File: src/rtl/sync_frame_deserializer.sv
// Serial front end for one receive wire: hunts for a syncword, then
// shifts in one fixed-length frame MSB-first and holds it as a parallel
// word with a level done flag until the receive FSM releases it.
module sync_frame_deserializer #(
  parameter int                   SYNC_BITS  = 8,
  parameter logic [SYNC_BITS-1:0] SYNC_WORD  = 8'hB5,
  parameter int                   FRAME_BITS = 16,
  parameter int                   CNT_BITS   = 4
) (
  input  logic                  clk,
  input  logic                  rst_l,
  input  logic                  game_active,
  input  logic                  receive_start,
  input  logic                  serial_in,
  output logic [FRAME_BITS-1:0] data_out,
  output logic                  receive_done,
  output logic                  hunting,
  output logic [CNT_BITS-1:0]   frames_cnt
);

  // The bit counter serves both as the fill count during HUNT and as the
  // payload bit index during SHIFT, so it must reach the larger of the two.
  localparam int MAX_BITS = (SYNC_BITS > FRAME_BITS) ? SYNC_BITS : FRAME_BITS;
  localparam int CW       = $clog2(MAX_BITS + 1);

  typedef enum logic [1:0] {
    IDLE  = 2'd0,
    HUNT  = 2'd1,
    SHIFT = 2'd2,
    DONE  = 2'd3
  } state_t;

  state_t                state_reg;
  logic [SYNC_BITS-1:0]  sync_reg;
  logic [FRAME_BITS-1:0] shift_reg;
  logic [CW-1:0]         bit_cnt_reg;

  logic [SYNC_BITS-1:0]  sync_shifted;
  logic [FRAME_BITS-1:0] frame_shifted;
  logic                  sync_full;
  logic                  sync_match;
  logic                  last_bit;

  // Post-shift views: the match test and the frame capture both look at
  // the value that includes the bit being sampled on this edge.
  assign sync_shifted  = {sync_reg[SYNC_BITS-2:0], serial_in};
  assign frame_shifted = {shift_reg[FRAME_BITS-2:0], serial_in};
  // A match is only trusted once SYNC_BITS fresh samples have been taken
  // since arming; otherwise the cleared register's zeros could complete
  // a syncword that has leading zeros.
  assign sync_full     = (bit_cnt_reg >= CW'(SYNC_BITS - 1));
  assign sync_match    = sync_full && (sync_shifted == SYNC_WORD);
  assign last_bit      = (bit_cnt_reg == CW'(FRAME_BITS - 1));

  // Single state machine with all outputs registered.
  always_ff @(posedge clk or negedge rst_l) begin
    if (!rst_l) begin
      state_reg    <= IDLE;
      sync_reg     <= '0;
      shift_reg    <= '0;
      bit_cnt_reg  <= '0;
      data_out     <= '0;
      receive_done <= 1'b0;
      hunting      <= 1'b0;
      frames_cnt   <= '0;
    end else if (!game_active) begin
      // Disable wins over every state and wipes the visible results.
      state_reg    <= IDLE;
      sync_reg     <= '0;
      shift_reg    <= '0;
      bit_cnt_reg  <= '0;
      data_out     <= '0;
      receive_done <= 1'b0;
      hunting      <= 1'b0;
      frames_cnt   <= '0;
    end else begin
      case (state_reg)
        IDLE: begin
          if (receive_start) begin
            state_reg   <= HUNT;
            hunting     <= 1'b1;
            sync_reg    <= '0;
            bit_cnt_reg <= '0;
          end
        end

        HUNT: begin
          if (!receive_start) begin
            state_reg <= IDLE;
            hunting   <= 1'b0;
          end else begin
            sync_reg <= sync_shifted;
            if (sync_match) begin
              state_reg   <= SHIFT;
              hunting     <= 1'b0;
              bit_cnt_reg <= '0;
            end else if (!sync_full) begin
              bit_cnt_reg <= bit_cnt_reg + CW'(1);
            end
          end
        end

        SHIFT: begin
          if (!receive_start) begin
            // Abort: the partial frame is simply dropped.
            state_reg <= IDLE;
          end else begin
            shift_reg   <= frame_shifted;
            bit_cnt_reg <= bit_cnt_reg + CW'(1);
            if (last_bit) begin
              data_out     <= frame_shifted;
              receive_done <= 1'b1;
              frames_cnt   <= frames_cnt + CNT_BITS'(1);
              state_reg    <= DONE;
            end
          end
        end

        DONE: begin
          // Hold the frame until the receive FSM lets go of receive_start.
          if (!receive_start) begin
            receive_done <= 1'b0;
            state_reg    <= IDLE;
          end
        end

        default: begin
          state_reg <= IDLE;
          hunting   <= 1'b0;
        end
      endcase
    end
  end

endmodule

File: config.mk
export PLATFORM = sky130hd
export DESIGN_NAME = sync_frame_deserializer
export DESIGN_NICKNAME = d
export VERILOG_FILES = /design/src/rtl/sync_frame_deserializer.sv
export SDC_FILE = /design/constraint.sdc
export NUM_CORES = 1
export LEC_CHECK = 0
export CAP_MARGIN = 5
export CORE_MARGIN = 2
export CORE_UTILIZATION = 60
export DETAILED_ROUTE_END_ITERATION = 7
export PLACE_DENSITY_LB_ADDON = 0.05
export SLEW_MARGIN = 40
export SYNTH_ARGS = -nofsm -noshare
export SYNTH_HDL_FRONTEND = slang
export SYNTH_SLANG_ARGS = --single-unit
File: constraint.sdc
create_clock -name clk -period 3.82 [get_ports clk]
set_input_delay 0.955 -clock clk [delete_from_list [all_inputs] [get_ports clk]]
set_output_delay 0.955 -clock clk [all_outputs]
set_load 0.02 [all_outputs]
== Word level (Yosys, flattened, before mapping) ==
Index checks and enable logic that the tools add are counted.

* Output and inout port bits: 22
* Register bits after elaboration: 51
* Bits of input ports: 5
* Latch bits: 0
* Memories: 0
* Memory bits (read-only): 0
* Word-level logic and storage cells: 79
* Bits in writable memories: 0

* Reductions and logical operators: 9
* Div/mod/pow operators: 0
* $add $sub $neg: 2
* Bitwise operators: 0
* $mul: 0
* Shift-type cells: 0
* Magnitude comparators: 1
* Muxes and demuxes: 40
* Equal/unequal tests: 19

{| class="wikitable"
|+ Operators by type and width
! cell !! number
|-
| $mux W16 || 4
|-
| $mux W15 || 3
|-
| $mux W5 || 6
|-
| $mux W7 || 3
|-
| $mux W4 || 4
|-
| $ne A3 B3 Y1 const B || 5
|-
| $pmux W5 S3 || 1
|-
| $mux W2 || 7
|-
| $pmux W7 S2 || 1
|-
| $ne A4 B4 Y1 const B || 3
|-
| $reduce_and A3 Y1 || 3
|-
| $eq A8 B8 Y1 const B || 1
|-
| $mux W1 || 8
|-
| $pmux W2 S4 || 1
|-
| $reduce_and A4 Y1 || 2
|-
| $ne A2 B1 Y1 const B || 3
|-
| $ne A3 B1 Y1 const B || 2
|-
| $add A5 B1 Y5 const B || 1
|-
| $eq A5 B4 Y1 const B || 1
|-
| $ge A5 B3 Y1 const B || 1
|-
| $reduce_and A5 Y1 || 1
|-
| $add A4 B1 Y4 const B || 1
|-
| $eq A2 B2 Y1 const B || 2
|-
| $ne A4 B1 Y1 const B || 1
|-
| 5 further kinds || 6
|}

== Longest topological paths before layout ==
* Depth after elaboration: 6
* Mapped depth: 9
* Gate-level depth less buffers: 8

== Worst setup path after synthesis ==
OpenSTA, ideal clock, no wires.

* Kind: input to register
* Start point: input port receive_start
* End point: register frames_cnt[2]
* Arrival: 1974 ps
* Setup time: 119 ps
* Path slack: 1727 ps
* Cell stages on the path: 7
* Required time: 3701 ps
* Path buffers: 2
* Path through: clkbuf_1 -> nand2_1 -> nor2_1 -> buf_2 -> nand2_1 -> xnor2_1 -> and2_1

* Cells in the longest elaborated chain, start to end: 2

{| class="wikitable"
|+ RTL lines
! what !! line !! source
|-
| start, declared || 13 || <nowiki>input logic receive_start,</nowiki>
|-
| $ne A2 B1 Y1 (no line) || -- ||
|-
| $reduce_and A3 Y1 (no line) || -- ||
|-
| end signal, assigned || 113 || <nowiki>frames_cnt <= frames_cnt + CNT_BITS'(1);</nowiki>
|-
| end, declared || 18 || <nowiki>output logic [CNT_BITS-1:0] frames_cnt</nowiki>
|}

Every way passes these cells.
A chain may end at the register's enable or synchronous reset.

== Worst setup path in the final report ==
* Start point: input port receive_start
* End point: register data_out[13]

* Cells in the longest elaborated chain, start to end: 2

{| class="wikitable"
|+ RTL lines
! what !! line !! source
|-
| $ne A2 B1 Y1 (no line) || -- ||
|-
| $reduce_and A3 Y1 (no line) || -- ||
|-
| end signal, assigned || 111 || <nowiki>data_out <= frame_shifted;</nowiki>
|-
| end, declared || 15 || <nowiki>output logic [FRAME_BITS-1:0] data_out,</nowiki>
|}

Every way passes these cells.

==> results.tsv <==
stage	metric	value	unit
run_status	outcome	finished, final reports clean	
setup_path	slowest stage delay, CP	0.61	ns
placed_design	number of port buffers	26	
floorplanning	core area	0.00394	mm2
synth	post-synthesis compound-gate area fraction	0.193	
setup_path	Buf/Inv on CP	2	
routing	average wire per standard cell	13.3	um
clocking	clk slew on worst S/H paths	0.09	ns
clocking	buffer levels on the longest clock path	2	
worst_hold_path	Hold EP	bit_cnt_reg[0]	
floorplanning	Starting Density	0.612	
synth	sequential element share of the synthesized area	0.529	
worst_hold_path	Hold Path Stages	1	
timing	Hold Vio Cnt, Final	0	
clocking	Num Clock Sinks	51	
routing	DR vias/cell	5.43	
setup_path	Worst Path Max Fanout	16	
finish	antenna fix cells	0	
timing	Period Utilization, post-route	0.688	
global_routing	vias in the first global route	1611	
placed_design	Post-DP HPWL	2.82	mm
timing	Achievable Freq	381	MHz
setup_path	R2R Path End	data_out[13]	
clocking	# Post-CTS Setup Buffers	0	
synth	Synth Cell Area	0.00241	mm2
placed_design	Setup WS pre-CTS	0.872	ns
synth	count of flip-flops with a built-in enable after synthesis	0	
global_routing	All-Layer GR Usage	0.206	
setup_path	reg2reg setup slack	1.69	ns
setup_path	delay-heaviest family, CP	buffers and inverters	
global_routing	pin count of the biggest net entering global routing	52	
power_and_ir_drop	P_int	774	uW
power_and_ir_drop	sequential power share	0.525	
routing	antenna-violating nets left	0	
worst_hold_path	worst hold start	bit_cnt_reg[0]	
finish	commonest non-fill, non-tap cell in the layout	nand2_1	
synth	Synth Area in XOR/XNOR	0.0109	
finish	highest-count cells in the layout ignoring fill and taps	nand2_1, dfrtp_1, a21boi_0	
global_routing	grt ovf	0	
setup_path	Critical Path End Type	flip-flop	
placed_design	RePlAce Congestion	0.824	
finish	layout cells sized above 1	0.0738	
power_and_ir_drop	worst vdd ir	0.000269	V
synth	largest family of logic cells by synthesized area	simple AND/OR/NAND/NOR gates	
clocking	TritonCTS Buffers	5	
finish	Core Util, Final	0.711	
synth	Synth Area in Simple Gates	0.194	
timing	worst slew margin relative to its limit	0.579	
clocking	CTS resizes	0	
routing	number of DRC markers in iteration 0	90	
synth	Seq cells post-synth	51	
synth	main flop type after synthesis	dfrtp_1	
power_and_ir_drop	power density cells	386	mW/mm2
routing	1st-pass router iterations	4	
timing	PnR worst setup slack	1.19	ns
power_and_ir_drop	clock power share	0.303	
timing	Setup TNS	0	ns
timing	RSZ-0062 raised after global routing	no	
synth	Synth warnings	0	
floorplanning	Top-Level Pins	27	
timing	fin crit period	2.63	ns
power_and_ir_drop	Sw Share	0.285	
worst_hold_path	Hold Path Class	flip-flop to flip-flop	
timing	max-slew violation count	0	
timing	hold_ws	0.502	ns
routing	Routed Wire Length	4.25	mm
timing	Slew @ Worst Pin	0.632	ns
flow_run	max cap viols	0	
synth	Synth cell types	38	
floorplanning	Die Height	67.4	um
synth	Mean Syn Cell Area	9.80	um2
power_and_ir_drop	combinational share of power	0.173	
setup_path	most used cell, CP	nand2_1	
global_routing	global-route wire length before repair	7.07	mm
global_routing	initial antenna violation count	0	
clocking	CTS Hold Buffers Added	0	
finish	number of flip-flops in the largest register	16	
setup_path	crit path kind	input port to flip-flop	
timing	Clock Skews	0.0113	ns
floorplanning	die area	0.00454	mm2
floorplanning	Rows	23	
clocking	TritonCTS clock tree	done	
finish	synthesis-to-finish area growth	16.3	%
power_and_ir_drop	Sw Pwr	309	uW
finish	nets@finish	282	
synth	Syn Inst Count	246	
setup_path	Critical-path top delay cell	clkdlybuf4s50_1	
synth	adder-cell share of the synthesized area	0.0363	
setup_path	CP Data Arrival Time	2.85	ns
clocking	Root Buffer Master	clkbuf_8	
power_and_ir_drop	P_leak	0.00117	uW
synth	syn_nets	258	
floorplanning	Die Span X	67.4	um
clocking	H-tree depth	2	
finish	fill cell count	325	
setup_path	startpoint type of the worst setup path	input port	
setup_path	reg-to-reg startpoint	state_reg[0]	
synth	Async S/R FF share, synth	1.00	
synth	mux share of post-synthesis cell area	0.00415	
routing	# DRC	0	
routing	DR vias	1742	
setup_path	Req. time, crit path	4.05	ns
setup_path	CP cell instances	clkdlybuf4s50_1, nand2_1, nor2_1, buf_4, nand2_1, a21boi_0	
timing	final count of negative-setup-slack endpoints	0	
clocking	Worst-Skew Late Latency	0.31	ns
setup_path	R2R cell count	7	
-- worst register-to-register path, delay by kind of cell (launching register included) --
kind,cells,cell delay (ns)
and+or+nand+nor,3,0.83
DFF,1,0.41
buffers and inverters,2,0.39
adders and majority gates,1,0.27
AOI/OAI and AO/OA,1,0.16
-- routing by layer --
| metal | GRT usage | part of all wire |
|---|---|---|
| met5 | 0 | 0 |
| met4 | 0.0765 | 0.016 |
| met3 | 0.0433 | 0.041 |
| met2 | 0.347 | 0.46 |
| met1 | 0.263 | 0.48 |
-- how the worst max path moves through the flow --
| stage | startpoint | to | slack, ns | depth (start not counted) |
|---|---|---|---|---|
| floorplan | receive_start | frames_cnt[2] | 1.73 | 7 |
| global placement | receive_start | data_out[9] | 0.95 | 6 |
| detailed placement | receive_start | data_out[13] | 0.87 | 6 |
| CTS | receive_start | data_out[1] | 1.19 | 6 |
| global route | receive_start | data_out[0] | 0.96 | 6 |
| finish | receive_start | data_out[13] | 1.19 | 6 |
-- cells by family (layout without fill, tap and decap cells) --
group,after synthesis,count (layout)
flip-flops,51,51
multiplexers,1,1
AO/OA/AOI/OAI,63,63
buffers and inverters,19,44
adder cells (fa/ha/maj),7,7
AND/OR/NAND/NOR,102,102
XOR/XNOR,3,3
-- power groups by stage --
stage	registers [uW]	logic [uW]	clock network, uW
2_1_floorplan	583	128	0
3_3_place_gp	579	182	0
3_5_place_dp	578	187	0
4_1_cts	568	188	333
5_1_grt	570	210	352
6_report	568	187	328
-- cell type report --
cell class,instances,area (um2),share of cell area
Timing Repair Buffer,30,288,0.103
Clock buffer,6,82.6,0.0295
Inverter,6,22.5,0.00803
Sequential cell,51,1280,0.455
Tap cell,50,62.6,0.0223
Clock inverter,2,16.3,0.00580
Multi-Input combinational cell,176,1060,0.377
-- synth_stat cells (3+ instances only) --
| master | n | area share |
|---|---|---|
| nor3_1 | 3 | 0.0062 |
| o21ai_0 | 5 | 0.010 |
| a21boi_0 | 32 | 0.10 |
| xnor2_1 | 3 | 0.011 |
| dfrtp_1 | 51 | 0.53 |
| a22oi_1 | 7 | 0.022 |
| buf_2 | 3 | 0.0062 |
| inv_1 | 6 | 0.0093 |
| a21oi_1 | 3 | 0.0062 |
| ha_1 | 7 | 0.036 |
| clkbuf_1 | 9 | 0.014 |
| o21ai_1 | 3 | 0.0062 |
| nor2b_1 | 9 | 0.023 |
| nor2_1 | 3 | 0.0047 |
| and2_1 | 6 | 0.016 |
| nand2_1 | 69 | 0.11 |
-- stage by stage --
step	instance area, um2	total power, uW	cells
3_5_place_dp	2710	766	313
5_1_grt	2800	1130	321
4_1_cts	2800	1090	321
6_report	2800	1080	321
3_3_place_gp	2700	761	313
2_1_floorplan	2410	710	246
Power figures use the tool's default switching activity.
